==> src/rtl/uart_receiver_fifo.sv <==
// UART receive path with a first-word-fall-through FIFO.
// LSB-first frames, optional parity, one or two stop bits, 3-point majority
// sampling per bit. Each completed frame is queued together with its parity
// and framing error flags; the FIFO is drained through a valid/ready handshake.
module uart_receiver_fifo #(
  parameter int DATA_WIDTH = 8,
  parameter int FIFO_DEPTH = 4
) (
  input  logic                          clk,
  input  logic                          reset,
  input  logic                          serial_data_in,
  input  logic [5:0]                    prescale,
  input  logic                          parity_enable,
  input  logic                          parity_type,
  input  logic                          two_stop_bits,
  input  logic                          rx_ready,
  input  logic                          overrun_clear,
  output logic                          rx_valid,
  output logic [DATA_WIDTH-1:0]         rx_data,
  output logic                          rx_parity_error,
  output logic                          rx_frame_error,
  output logic                          overrun,
  output logic [$clog2(FIFO_DEPTH):0]   fifo_count
);

  localparam int AW = $clog2(FIFO_DEPTH);
  localparam int CW = AW + 1;
  localparam int BW = (DATA_WIDTH > 1) ? $clog2(DATA_WIDTH) : 1;
  localparam int EW = DATA_WIDTH + 2;

  localparam logic [2:0] S_IDLE   = 3'd0;
  localparam logic [2:0] S_START  = 3'd1;
  localparam logic [2:0] S_DATA   = 3'd2;
  localparam logic [2:0] S_PARITY = 3'd3;
  localparam logic [2:0] S_STOP   = 3'd4;

  logic [2:0]            r_state;
  logic [5:0]            r_ecnt;
  logic [5:0]            r_p;
  logic                  r_par_en;
  logic                  r_par_type;
  logic                  r_two_stop;
  logic [BW-1:0]         r_bitidx;
  logic                  r_stopidx;
  logic [DATA_WIDTH-1:0] r_data;
  logic [2:0]            r_smp;
  logic                  r_perr;
  logic                  r_ferr;

  logic [EW-1:0]         r_mem [FIFO_DEPTH];
  logic [AW-1:0]         r_wptr;
  logic [AW-1:0]         r_rptr;
  logic [CW-1:0]         r_count;
  logic                  r_overrun;

  logic [5:0]            w_half;
  logic                  w_last_e;
  logic                  w_bit;
  logic                  w_push;
  logic                  w_pop;
  logic                  w_full;
  logic                  w_wr;
  logic [EW-1:0]         w_entry;
  logic [EW-1:0]         w_head;

  assign w_half   = {1'b0, r_p[5:1]};
  assign w_last_e = (r_ecnt == (r_p - 6'd1));
  assign w_bit    = (r_smp[0] & r_smp[1]) | (r_smp[0] & r_smp[2]) | (r_smp[1] & r_smp[2]);

  // The last stop bit's own verdict is folded in directly so the entry is
  // written on the same edge the bit is decided.
  assign w_push  = (r_state == S_STOP) && w_last_e && (r_stopidx == r_two_stop);
  assign w_entry = {r_perr, r_ferr | ~w_bit, r_data};

  assign w_full = (r_count == CW'(FIFO_DEPTH));
  assign w_pop  = (r_count != '0) && rx_ready;
  assign w_wr   = w_push && (!w_full || w_pop);

  // Receive FSM: bit timing, majority sampling, frame assembly.
  always_ff @(posedge clk or negedge reset) begin
    if (!reset) begin
      r_state    <= S_IDLE;
      r_ecnt     <= '0;
      r_p        <= '0;
      r_par_en   <= 1'b0;
      r_par_type <= 1'b0;
      r_two_stop <= 1'b0;
      r_bitidx   <= '0;
      r_stopidx  <= 1'b0;
      r_data     <= '0;
      r_smp      <= '0;
      r_perr     <= 1'b0;
      r_ferr     <= 1'b0;
    end else begin
      case (r_state)
        S_IDLE: begin
          if (!serial_data_in) begin
            // The detecting cycle counts as e=0 of the start bit.
            r_state    <= S_START;
            r_ecnt     <= 6'd1;
            r_p        <= prescale;
            r_par_en   <= parity_enable;
            r_par_type <= parity_type;
            r_two_stop <= two_stop_bits;
          end
        end
        S_START, S_DATA, S_PARITY, S_STOP: begin
          if (w_last_e) r_ecnt <= '0;
          else          r_ecnt <= r_ecnt + 6'd1;
          if (r_ecnt == (w_half - 6'd1)) r_smp[0] <= serial_data_in;
          if (r_ecnt == w_half)          r_smp[1] <= serial_data_in;
          if (r_ecnt == (w_half + 6'd1)) r_smp[2] <= serial_data_in;
          if (w_last_e) begin
            case (r_state)
              S_START: begin
                if (!w_bit) begin
                  r_state  <= S_DATA;
                  r_bitidx <= '0;
                  r_perr   <= 1'b0;
                  r_ferr   <= 1'b0;
                end else begin
                  r_state <= S_IDLE;
                end
              end
              S_DATA: begin
                r_data[r_bitidx] <= w_bit;
                if (r_bitidx == BW'(DATA_WIDTH - 1)) begin
                  r_state   <= r_par_en ? S_PARITY : S_STOP;
                  r_stopidx <= 1'b0;
                end else begin
                  r_bitidx <= r_bitidx + BW'(1);
                end
              end
              S_PARITY: begin
                r_perr  <= w_bit ^ (^r_data) ^ r_par_type;
                r_state <= S_STOP;
              end
              default: begin
                if (!w_bit) r_ferr <= 1'b1;
                if (r_stopidx == r_two_stop) r_state   <= S_IDLE;
                else                         r_stopidx <= 1'b1;
              end
            endcase
          end
        end
        default: r_state <= S_IDLE;
      endcase
    end
  end

  // FIFO storage; contents are only observed through the valid-gated outputs.
  always_ff @(posedge clk) begin
    if (w_wr) r_mem[r_wptr] <= w_entry;
  end

  // FIFO pointers, occupancy and sticky overrun.
  always_ff @(posedge clk or negedge reset) begin
    if (!reset) begin
      r_wptr    <= '0;
      r_rptr    <= '0;
      r_count   <= '0;
      r_overrun <= 1'b0;
    end else begin
      if (w_wr)  r_wptr <= r_wptr + AW'(1);
      if (w_pop) r_rptr <= r_rptr + AW'(1);
      case ({w_wr, w_pop})
        2'b10:   r_count <= r_count + CW'(1);
        2'b01:   r_count <= r_count - CW'(1);
        default: r_count <= r_count;
      endcase
      if (w_push && !w_wr)  r_overrun <= 1'b1;
      else if (overrun_clear) r_overrun <= 1'b0;
    end
  end

  assign w_head          = r_mem[r_rptr];
  assign rx_valid        = (r_count != '0);
  assign rx_data         = rx_valid ? w_head[DATA_WIDTH-1:0] : '0;
  assign rx_frame_error  = rx_valid & w_head[DATA_WIDTH];
  assign rx_parity_error = rx_valid & w_head[DATA_WIDTH+1];
  assign overrun         = r_overrun;
  assign fifo_count      = r_count;

endmodule

==> config.mk <==
export PLATFORM = sky130hd
export DESIGN_NAME = uart_receiver_fifo
export DESIGN_NICKNAME = d
export VERILOG_FILES = /design/src/rtl/uart_receiver_fifo.sv
export SDC_FILE = /design/constraint.sdc
export NUM_CORES = 1
export LEC_CHECK = 0
export ABC_AREA = 1
export BUFFER_PORTS_ARGS = -buffer_cell sky130_fd_sc_hd__buf_2
export CAP_MARGIN = 10
export CORE_ASPECT_RATIO = 1.1
export CORE_UTILIZATION = 28
export CTS_BUF_LIST = sky130_fd_sc_hd__clkbuf_4 sky130_fd_sc_hd__clkbuf_8
export CTS_CLUSTER_SIZE = 8
export DETAILED_ROUTE_END_ITERATION = 16
export GPL_TIMING_DRIVEN = 0
export SLEW_MARGIN = 20
export SYNTH_ARGS = -nofsm -noshare
export SYNTH_HDL_FRONTEND = slang
export SYNTH_SLANG_ARGS = --single-unit
==> constraint.sdc <==
create_clock -name clk -period 2.2 [get_ports clk]
set_input_delay 0.44 -clock clk [delete_from_list [all_inputs] [get_ports clk]]
set_output_delay 0.44 -clock clk [all_outputs]
set_load 0.05 [all_outputs]
After elaboration in Yosys (flattened, before gate mapping)
Memory sizes are Yosys's and may differ from the RTL's.
Index checks and enable logic that the tools add are counted.
{ "word_totals": {"ff_bits": 43, "ramBits": 40, "input_bits": 14, "word_cells": 126, "memories": 1} }
{ "mem_list": {"columns": ["memory", "words", "word_bits", "read_ports", "rd_clocked_by_memory_dff", "write_ports", "line_no", "rtl"], "rows": [
  ["r_mem", 4, 10, 1, 0, 1, "50", "logic [EW-1:0] r_mem [FIFO_DEPTH];"]
]} }
{ "op_classes": {"n_addsub": 9, "order_cmp": 2, "n_eq_ne": 21, "muxes": 30, "bitwise_logic": 14, "reduce_logical": 31} }
{ "op_table": {"columns": ["cell", "n"], "rows": [
  ["two-way mux 3 bit", 7],
  ["equality test 6 bit", 3],
  ["one-hot mux 3 bit (2 select lines)", 3],
  ["two-way mux 6 bit", 2],
  ["one-hot mux 6 bit (2 select lines)", 1],
  ["AND reduction 4 bit", 3],
  ["inequality test 2 bit, second input constant", 5],
  ["AND reduction 2 bit", 5],
  ["AND reduction 5 bit", 2],
  ["nonzero test 2 bit", 5],
  ["equality test 3 bit, second input constant", 3],
  ["two-way mux 1 bit", 9],
  ["one-hot mux 3 bit (3 select lines)", 1],
  ["bitwise mux 8 bit", 1],
  ["two-way mux 8 bit", 1],
  ["XOR reduction 8 bit", 1],
  ["adder 3 x 1 -> 3 bit, second input constant", 2],
  ["adder 5 x 1 -> 6 bit, second input constant", 1],
  ["adder 6 x 1 -> 6 bit, second input constant", 1],
  ["equality test 3 x 2 -> 1 bit, second input constant", 2],
  ["equality test 6 x 5 -> 1 bit", 1],
  ["logical AND 1 bit", 6],
  ["one-hot mux 1 bit (2 select lines)", 3],
  ["subtractor 5 x 1 -> 6 bit, second input constant", 1],
  ["other kinds (25)", 38]
]} }

Depth between registers and ports, before layout
Gate-level depths: netlist of run 1.
{ "logic_depth": {"depth_word": 8, "mapped_depth": 18, "mapped_depth_nobuf": 18} }

Least setup slack after synthesis of run 1
OpenSTA, ideal clock, no wires.
{ "synth_timing": {"kind": "reg2out", "startpoint": "reg r_count[0], in the netlist fifo_count[0]", "endpoint": "out rx_data[0]", "arrival_time_ns": 2.290, "setup_slack_ns": -0.530, "stages_incl_launch_ff": 6, "n_path_buf": 1, "cell_sequence": "dfrtp_1 nor2_1 nand2_1 inv_1 clkbuf_1 a21oi_1"} }
{ "synth_between": {"elab_chain_cells": 2} }
{ "synth_rtl": {"columns": ["element", "line_no", "rtl"], "rows": [
  ["start, declared", "53", "logic [CW-1:0] r_count;"],
  ["start signal, assigned", "167", "2'b10: r_count <= r_count + CW'(1);"],
  ["start signal, assigned", "168", "2'b01: r_count <= r_count - CW'(1);"],
  ["start signal, assigned", "169", "default: r_count <= r_count;"],
  ["nonzero test 3 bit", "177", "assign rx_valid = (r_count != '0);"],
  ["named net rx_valid", "18", "output logic rx_valid,"],
  ["two-way mux 8 bit", "178", "assign rx_data = rx_valid ? w_head[DATA_WIDTH-1:0] : '0;"],
  ["end, declared", "19", "output logic [DATA_WIDTH-1:0] rx_data,"]
]} }
The timed path passes the listed nets, and every way through them passes these cells.

Final worst setup path of run 1
{ "layout_timing": {"startpoint": "reg r_p[1]", "endpoint": "mem r_mem[0][4] (netlist bit), enable pin"} }
{ "layout_between": {"elab_chain_cells": 7} }
{ "layout_rtl": {"columns": ["element", "line_no", "rtl"], "rows": [
  ["start, declared", "39", "logic [5:0] r_p;"],
  ["start signal, assigned", "101", "r_p <= prescale;"],
  ["subtractor 6 x 1 -> 6 bit", "67", "assign w_last_e = (r_ecnt == (r_p - 6'd1));"],
  ["equality test 6 bit", "67", null],
  ["logical AND 1 bit (2 in series)", "72", "assign w_push = (r_state == S_STOP) && w_last_e && (r_stopidx == r_two_stop);"],
  ["logical AND 1 bit", "77", "assign w_wr = w_push && (!w_full || w_pop);"],
  ["two-way mux 1 bit", "153", "if (w_wr) r_mem[r_wptr] <= w_entry;"],
  ["two-way mux 1 bit (not written as such)", "153", null],
  ["end, declared", "50", null]
]} }
No other way between the ends.

==> results.ini, run 1 <==
[run_status]
status=finished with violations
failed_checks=negative setup slack

[setup_path]
critPathArrivalTime_ps=2400
cp_top_family=simple AND/OR/NAND/NOR gates
cp_slowest_stage_delay_ps=420
crit_chain=inv_4 -> ha_4 -> nand2_2 -> inv_2 -> nor2_1 -> nand3_1 -> nor2_4 -> nand4_4 -> nor2_4 -> clkinvlp_4 -> buf_4 -> nor2_4 -> buf_6
path_class=reg -> reg
worstSetupStartpointType=flop
cp.required_ps=2270
critPathCaptureType=flop
cp_max_fo=5
path_common_cell=nor2_4
crit_buf_inv=5
critPathSlowestCell=dfrtp_1

[synth]
synth_edf_count=40
synth_top_area_share_pct=28.07
postSynthAreaPerCell_um2=9.085
netlist_instances=471
synth_area_leaders=edfxtp_1 28%, dfrtp_1 25%, nand2_1 6.9%
synth_nets=497
synth.most_common_cell=nand2_1
synth_area_um2=4279
seq_area_frac_synth_pct=53.22
synth-async-reset-ratio_pct=51.81
netlist_top_cells_count=79 x nand2_1, 75 x nor2_1, 50 x inv_1, 43 x dfrtp_1, 40 x edfxtp_1
synth_seq_cells=83
ys_types=41
synth_top_area_cell=edfxtp_1
synth_ff_type=dfrtp_1
synth_warnings=0

[layout]
multi_input_area_um2=1999
area_growth_pct=26.61
fin_cells=733
diodes=0
regArea_um2=2282
fillers=1495
drive_above_1_share_pct=27.93
layout.nets=559

[global_route]
grt_pass1_vias=3311
overflow=0
grt_use_total_pct=12.76
grt_max_degree=44
grt_pass1_wl_um=15720
antenna_found_initial=0

[sta]
final_hold_viol_count=0
fin_crit_ps=2326
setup_slack_ps=-125.7
finalSetupViolations=41
tightest_slew_ps=562.2
maxSlewHeadroom_pct=62.52
fmax_mhz=430.0
rsz0062_at_grt=yes
drv_slew=0
timing.final.crit_share_pct=105.7
finalClockSkew_ps=13.99

[detailed_routing]
routed_wl_um=9596
vias_per_cell=4.501
drc=0
drtAntennaViolNets=0
dr.pass1.iters=4
num_vias=3299
first_iter_violations=250
post_drt_wl_per_cell_um=13.09

[floorplan]
die_h_um=131.7
die_w_um=119.9
num_io_pins=29
die_area_um2=15780
initial_core_util_pct=28.54
core_um2=15000
num_rows=47

[placement]
globalplace.congestion=0.8674
port_buffers=28
hpwl_um=6449
pre_cts_ws_ps=-466.9
dpl.cell_count=695

[power]
p_leak_nw=2.311
p_per_area_nw_per_um2=1385
peakVddDrop_uv=416.0

[clock_network]
tritoncts.num_buffers=9
htree_levels=3
clkSinkCount=83
hold_buffers=0
cts_root_buf=clkbuf_8
cts_tree=built
clk_pin_slew_ps=90
clk_path_buf_depth=2
clock_latency_ps=360

[min_path]
worstHoldPathType=in -> async

[flow_run]
maxCapViolations=0

sequential cells by signal (all words and copies together), names as in the netlist:
signal and flops:
fifo_count 3, overrun 1, r_bitidx 3, r_data 8, r_ecnt 6, r_ferr 1
r_mem 40, r_p 6, r_par_en 1, r_par_type 1, r_perr 1, r_rptr 2
r_smp 3, r_state 3, r_stopidx 1, r_two_stop 1, r_wptr 2
metrics by stage:
stage	cell area, um2	setup TNS [ps]	hold WS, ps	power (mW)	util, %
floorplan	4418	-190.3	144.4	5.197	-
global placement	4803	-16370	475.2	5.885	32.03
detailed placement	4803	-17770	482.1	5.995	32.03
CTS	5284	-4061	252.0	7.274	35.24
global route	5418	-9321	98.75	8.074	36.13
finish	5418	-3834	65.21	7.503	36.13
report_power, final:
group,switching [mW],internal [mW],total [mW]
clock,0.580,0.419,0.999
combinational,2.80,1.52,4.32
sequential,0.273,1.91,2.18
area by class of cell:
type	count	share of cell area [%]
Buffer	10	1.386
Clock buffer	9	2.286
Sequential cell	83	42.12
Timing Repair Buffer	51	7.529
Tap cell	196	4.527
Inverter	60	4.365
Multi-Input combinational cell	318	36.91
Clock inverter	6	0.8776
final timing paths:
path	from	depth (start not counted)	to	slack, ps
setup / recovery	r_p[1]	13	r_mem[0][4]	-130
hold / removal	reset	1	r_two_stop	70
setup reg to reg	r_p[1]	13	r_mem[0][4]	-130
hold reg to reg	r_ferr	2	r_ferr	500
max in group asynchronous	reset	1	fifo_count[2]	1720
min in group clk	overrun_clear	2	overrun	260
cell families (layout without fill, tap and decap cells):
| logic type | after synthesis | after routing | share of synthesized area [%] |
|---|---|---|---|
| compound gates | 78 | 78 | 9.825 |
| xor+xnor | 28 | 28 | 5.906 |
| fa+ha+maj | 12 | 12 | 3.684 |
| buf+inv | 70 | 136 | 6.257 |
| flops | 83 | 83 | 53.22 |
| simple gates | 200 | 200 | 21.11 |
layer usage:
metal	vias to the layer above	part of all wire, %	GRT usage [%]
met5	-	0	0
met4	0	1.7	4.792
met3	15	3.8	3.038
met2	67	51	22.32
met1	1553	44	14.98
li1	1664	-	-
what timing repair did:
action | in CTS | in global routing
gates cloned | 1 | 0
pin swaps | 7 | 11
endpoints found under the setup margin | 52 | 57
buffers inserted | 15 | 9
gates resized for setup | 30 | 56
worst register-to-register path: stages, from the launching register on:
cell and delay, ps:
dfrtp_1 420, inv_4 130, ha_4 220, nand2_2 60, inv_2 30, nor2_1 70
nand3_1 120, nor2_4 130, nand4_4 120, nor2_4 160, clkinvlp_4 150, buf_4 160
nor2_4 110, buf_6 150
cells in the final DEF (no fill, tap or decap), types with 2 or more instances in the layout:
cell	synthesis	final
nand2_1	79	74
nor2_1	75	67
inv_1	50	46
edfxtp_1	40	40
dfrtp_1	43	39
o21ai_1	13	32
buf_4	1	27
xor2_1	22	22
buf_2	1	19
o21ai_0	36	16
nand3_1	18	13
inv_2	10	10
nor2_4	6	10
a21oi_4	0	10
clkbuf_8	0	9
nand2_2	3	8
ha_1	11	8
nor2_2	3	7
a21oi_1	20	7
nand3_2	1	6
nand4_1	5	5
xnor2_1	5	5
buf_6	0	5
buf_12	0	5
dfrtp_2	0	4
inv_4	0	3
a21oi_2	0	3
ha_4	0	3
inv_6	0	3
clkbuf_4	0	2
clkbuf_2	0	2
nor3_2	2	2
nor3b_1	2	2
Power figures use the tool's default switching activity.
==> inputs of run 2 (changes only) <==
Settings changed: CORE_MARGIN set to 2, SETUP_SLACK_MARGIN set to 0.3.
==> run 2 against run 1 <==
  * The run still ends with negative setup slack left
  * Clock skew decreased by 6.8 ps
  * Combinational power increased by 18%
  * Register-to-register slack improved by 100 ps
  * Utilization increased by 2.7 points
  * Fmax increased by 4.6%
  * Non-clock buffer count increased by 7
  * Global-route usage decreased by 0.11 points
  * Via count increased by 0.79%
  * Total power increased by 11%
  * Sequential power about the same
  * Critical path type unchanged
  * Largest power group unchanged
  * Highest routed layer unchanged
==> results.ini, run 2 (synthesis gave the netlist of run 1 again) <==
[setup_path]
critPathArrivalTime_ps=2310  ; -90 ps
critPathCaptureType=flop
cp.required_ps=2290  ; +20 ps
cp_max_fo=8  ; +3
worstSetupStartpointType=flop
path_class=reg -> reg

[global_route]
grt_pass1_vias=3313  ; +0.060%
grt_max_degree=44  ; unchanged
top_usage_layer=met2
met2_usage_pct=21.94  ; -0.38 points
grt_pass1_wl_um=16240  ; +3.3%
grt.met3_usage_pct=1.969  ; -1.1 points
antenna_found_initial=0  ; unchanged
grt_use_total_pct=12.65  ; -0.11 points
overflow=0  ; unchanged
grt_use_met1_pct=15.89  ; +0.91 points

[run_status]
failed_checks=negative setup slack
status=finished with violations

[sta]
rsz0062_at_grt=yes
final_hold_viol_count=0  ; unchanged
timing.final.crit_share_pct=101.0  ; -4.7 points
drv_slew=0  ; unchanged
tightest_slew_ps=579.2  ; +17.03 ps
setup_tns_ps=-234.5  ; +3600 ps
finalClockSkew_ps=7.168  ; -6.820 ps
maxSlewHeadroom_pct=61.38  ; -1.1 points
fmax_mhz=450.0  ; +4.6%
setup_slack_ps=-22.44  ; +103.3 ps
fin_crit_ps=2222  ; -103.3 ps
finalSetupViolations=19  ; -54%

[clock_network]
clkSinkCount=83  ; unchanged
cts_root_buf=clkbuf_8
clk_path_buf_depth=2  ; unchanged
clk_pin_slew_ps=90  ; about the same
clock_latency_ps=360  ; about the same
tritoncts.num_buffers=9  ; unchanged
cts_tree=built
htree_levels=3  ; unchanged

[layout]
drive_above_1_share_pct=36.51  ; +8.6 points
largest_register_ffs=40  ; unchanged
fin_cells=741  ; +1.1%
fin_util_pct=38.85  ; +2.7 points
layout.nets=566  ; +1.3%
area_growth_pct=36.14
regArea_um2=2283  ; about the same
final_common_cell=nand2_1
fillers=1476  ; -1.3%
diodes=0  ; unchanged
layout_common_cells=74 x nand2_1, 46 x nor2_1, 44 x inv_1
regMostFlops=r_mem
multi_input_area_um2=2200  ; +10%
top_regs=r_mem: 40 flops, r_data: 8 flops

[flow_run]
maxCapViolations=0  ; unchanged

[detailed_routing]
drtAntennaViolNets=0  ; unchanged
num_vias=3325  ; +0.79%
post_drt_wl_per_cell_um=13.32  ; +1.7%
routed_wl_um=9870  ; +2.9%
dr.pass1.iters=5  ; +1
first_iter_violations=278  ; +11%
drc=0  ; unchanged
vias_per_cell=4.487  ; -0.30%

[placement]
hpwl_um=6416  ; -0.51%
dpl.cell_count=695  ; unchanged
globalplace.congestion=0.8442  ; -2.7%
port_buffers=28  ; unchanged
pre_cts_ws_ps=-306.6  ; +160.3 ps

[floorplan]
num_rows=47  ; unchanged
die_h_um=133.7  ; +1.5%
initial_core_util_pct=28.54  ; unchanged
num_io_pins=29  ; unchanged
die_area_um2=16290  ; +3.2%
core_um2=15000  ; unchanged
die_w_um=121.9  ; +1.7%

[power]
peakVddDrop_uv=455.0  ; +9.4%
p_leak_nw=2.433  ; +5.3%
p_per_area_nw_per_um2=1426  ; +3.0%

[min_path]
worstHoldPathType=in -> async

run 2: worst max-delay path, stage by stage (launching register included):
cell and delay [ps]:
dfrtp_1 420, inv_4 110, ha_4 210, nand2_1 60
inv_1 30, nor2_1 80, nand3_1 110, nor2_4 130
nand4_4 120, nor2_4 150, clkinvlp_4 200, nor2_4 180
buf_12 150
run 2: area by class of cell:
cell class	instances	area share (%)
Sequential cell	83	39.20
Multi-Input combinational cell	318	37.76
Timing Repair Buffer	58	9.429
Tap cell	196	4.210
Inverter	60	4.124
Clock buffer	9	2.126
Buffer	10	2.126
Clock inverter	7	1.031
run 2: stage by stage:
step | hold WS [ps] | power, mW | cell area, um2
after floorplan | 144.4 | 5.265 | 4472
final | 71.94 | 8.307 | 5826
after global routing | 116.3 | 8.885 | 5826
after detailed placement | 476.0 | 6.073 | 4857
after CTS | 259.2 | 8.099 | 5672
after global placement | 473.0 | 5.993 | 4857
run 2: path summary, 6_finish.rpt:
path	from	endpoint	slack, ps	depth (start not counted)
worst max register to register	r_p[1]	r_mem[1][4]	-20	12
max in group asynchronous	reset	fifo_count[2]	1700	1
min in group clk	parity_type	r_par_type	270	3
worst max-delay path	r_p[1]	r_mem[1][4]	-20	12
worst min-delay path	reset	r_data[2]	70	1
worst min register to register	r_ferr	r_ferr	500	2
run 2: report_power, final:
part           switching, mW  internal, mW
clock network          0.610         0.430
logic                   3.08          2.00
registers              0.277          1.91
total                   3.97          4.34
run 2: what timing repair did:
item / 4_1_cts / 5_1_grt
pin swaps: 18 / 33
hold buffers: 0 / 0
endpoints found under the setup margin: 74 / 85
gates resized for setup: 123 / 31
gates cloned: 1 / 1
buffers inserted: 23 / 5
run 2: metal layers:
layer | vias to the layer above | part of all wire (%)
li1 | 1679 | -
met1 | 1581 | 44
met2 | 54 | 52
met3 | 11 | 2.8
met4 | 0 | 1.5
met5 | - | 0
==> inputs of run 3 (changes only) <==
Settings changed: CTS_BUF_LIST sky130_fd_sc_hd__clkbuf_4 sky130_fd_sc_hd__clkbuf_8 to sky130_fd_sc_hd__clkbuf_4 sky130_fd_sc_hd__clkbuf_8 sky130_fd_sc_hd__clkbuf_16.
==> run 3 against run 2 <==
  * The run still ends with negative setup slack left
  * First-iteration DRC count shrank 3.6%
  * Non-clock buffer count stayed put
  * Die area stayed put
  * Critical path depth did not move
  * Register-to-register slack barely moved
  * Fmax up 0.13%
  * Global-route usage up 0.16 points
  * Final cell count stayed put
  * Critical endpoint is now r_mem[2][2]
  * Largest cell class unchanged
==> results.ini, run 3 (synthesis gave the netlist of run 1 again) <==
[setup_path]
cp.required_ps=2260  ; -30 ps
crit_buf_inv=4  ; unchanged
critPathArrivalTime_ps=2280  ; -30 ps
path_class=reg -> reg
crit_chain=inv_4 -> ha_4 -> nand2_1 -> inv_1 -> nor2_1 -> nand3_1 -> nor2_4 -> nand4_4 -> nor2_4 -> clkinvlp_4 -> nor2_4 -> buf_12
cp_top_family=simple AND/OR/NAND/NOR gates
cp_max_fo=10  ; +2
worstSetupStartpointType=flop
path_common_cell=nor2_4
critPathSlowestCell=dfrtp_1
cp_slowest_stage_delay_ps=410  ; about the same
critPathCaptureType=flop

[min_path]
worstHoldPathType=in -> async

[layout]
regMostFlops=r_mem
layout_common_cells=74 x nand2_1, 46 x inv_1, 43 x nor2_1
fin_util_pct=40.14  ; +1.3 points
largest_register_ffs=40  ; unchanged
layout.nets=566  ; unchanged
drive_above_1_share_pct=37.98  ; +1.5 points
diodes=0  ; unchanged
area_growth_pct=40.67
fillers=1441  ; -2.4%
top_regs=r_mem: 40 flops, r_data: 8 flops
final_common_cell=nand2_1

[clock_network]
tritoncts.num_buffers=9  ; unchanged
hold_buffers=0  ; unchanged
clk_path_buf_depth=2  ; unchanged
clk_pin_slew_ps=60  ; -30 ps
clock_latency_ps=340  ; -20 ps
cts_tree=built
htree_levels=3  ; unchanged
clkSinkCount=83  ; unchanged
cts_root_buf=clkbuf_16

[placement]
globalplace.congestion=0.8442  ; unchanged
pre_cts_ws_ps=-306.6  ; unchanged
port_buffers=28  ; unchanged
hpwl_um=6416  ; unchanged

[global_route]
antenna_found_initial=0  ; unchanged
grt_pass1_vias=3323  ; +0.30%
overflow=0  ; unchanged
grt_pass1_wl_um=16290  ; +0.34%
grt_max_degree=44  ; unchanged
grt_use_total_pct=12.80  ; +0.16 points

[sta]
timing.final.crit_share_pct=100.9  ; -0.13 points
tightest_slew_ps=584.7  ; +5.482 ps
setup_slack_ps=-19.61  ; +2.824 ps
maxSlewHeadroom_pct=61.02  ; -0.37 points
fmax_mhz=450.5  ; +0.13%
drv_slew=0  ; unchanged
fin_crit_ps=2220  ; -2.824 ps
hold_slack_ps=96.53  ; +24.59 ps
final_hold_viol_count=0  ; unchanged
finalClockSkew_ps=4.745  ; -2.423 ps
setup_tns_ps=-356.0  ; -121.4 ps
finalSetupViolations=35  ; +16
rsz0062_at_grt=yes

[power]
peakVddDrop_uv=510.6  ; +12%
p_per_area_nw_per_um2=1487  ; +4.3%
p_leak_nw=2.514  ; +3.3%
p_total_mw=8.948  ; +7.7%

[detailed_routing]
first_iter_violations=268  ; -3.6%
dr.pass1.iters=4  ; -1
drtAntennaViolNets=0  ; unchanged
vias_per_cell=4.479  ; -0.18%
drc=0  ; unchanged
post_drt_wl_per_cell_um=13.61  ; +2.2%
routed_wl_um=10090  ; +2.2%
num_vias=3319  ; -0.18%

[floorplan]
core_um2=15000  ; unchanged
num_rows=47  ; unchanged
die_w_um=121.9  ; unchanged
num_io_pins=29  ; unchanged
die_h_um=133.7  ; unchanged
die_area_um2=16290  ; unchanged
initial_core_util_pct=28.54  ; unchanged

[run_status]
failed_checks=negative setup slack
status=finished with violations

[flow_run]
maxCapViolations=0  ; unchanged

-- run 3: worst paths after layout --
path	startpoint	slack [ps]	to	cells past startpoint
worst max-delay path	r_p[1]	-20	r_mem[2][2]	12
max in group asynchronous	reset	1670	fifo_count[2]	1
worst min register to register	r_ferr	490	r_ferr	2
min in group clk	parity_type	300	r_par_type	3
worst max register to register	r_p[1]	-20	r_mem[2][2]	12
worst min-delay path	reset	100	r_data[2]	1
-- run 3: power breakdown --
group / internal [mW] / switching (mW)
Sequential: 1.91 / 0.288
Combinational: 2.13 / 3.18
Clock: 0.784 / 0.661
-- run 3: worst register-to-register path, delay by kind of cell (launching register included) --
family	cells	cell delay, ps
and+or+nand+nor	7	830
buffers and inverters	4	490
DFF	1	410
adders and majority gates	1	210
-- run 3: final cells by class --
type / instances / area, um2 / share of cell area, %
sequential: 83 / 2283 / 37.93
multi-input combinational: 318 / 2265 / 37.62
timing repair buffer: 58 / 571.8 / 9.499
tap: 196 / 245.2 / 4.074
inverter: 60 / 239.0 / 3.970
clock buffer: 9 / 225.2 / 3.741
buffer: 10 / 130.1 / 2.162
clock inverter: 7 / 60.06 / 0.9977
-- run 3: metrics by stage --
stage,cells,instance area (um2)
6_report,741,6020
5_1_grt,741,6020
4_1_cts,733,5802
3_5_place_dp,695,4857
3_3_place_gp,695,4857
2_1_floorplan,471,4472
-- run 3: routing by layer --
layer / track usage, % / share of wire (%)
met1: 15.65 / 44
met3: 2.098 / 2.4
met4: 5.172 / 1.7
met2: 22.28 / 52
met5: 0 / 0
-- run 3: what timing repair did --
item                       in CTS  in global routing
hold endpoints to repair        0                  0
buffers inserted               21                  8
pin swaps                      29                 37
cloned                          1                  0
resized for setup             135                 42
setup endpoints to repair      74                 84
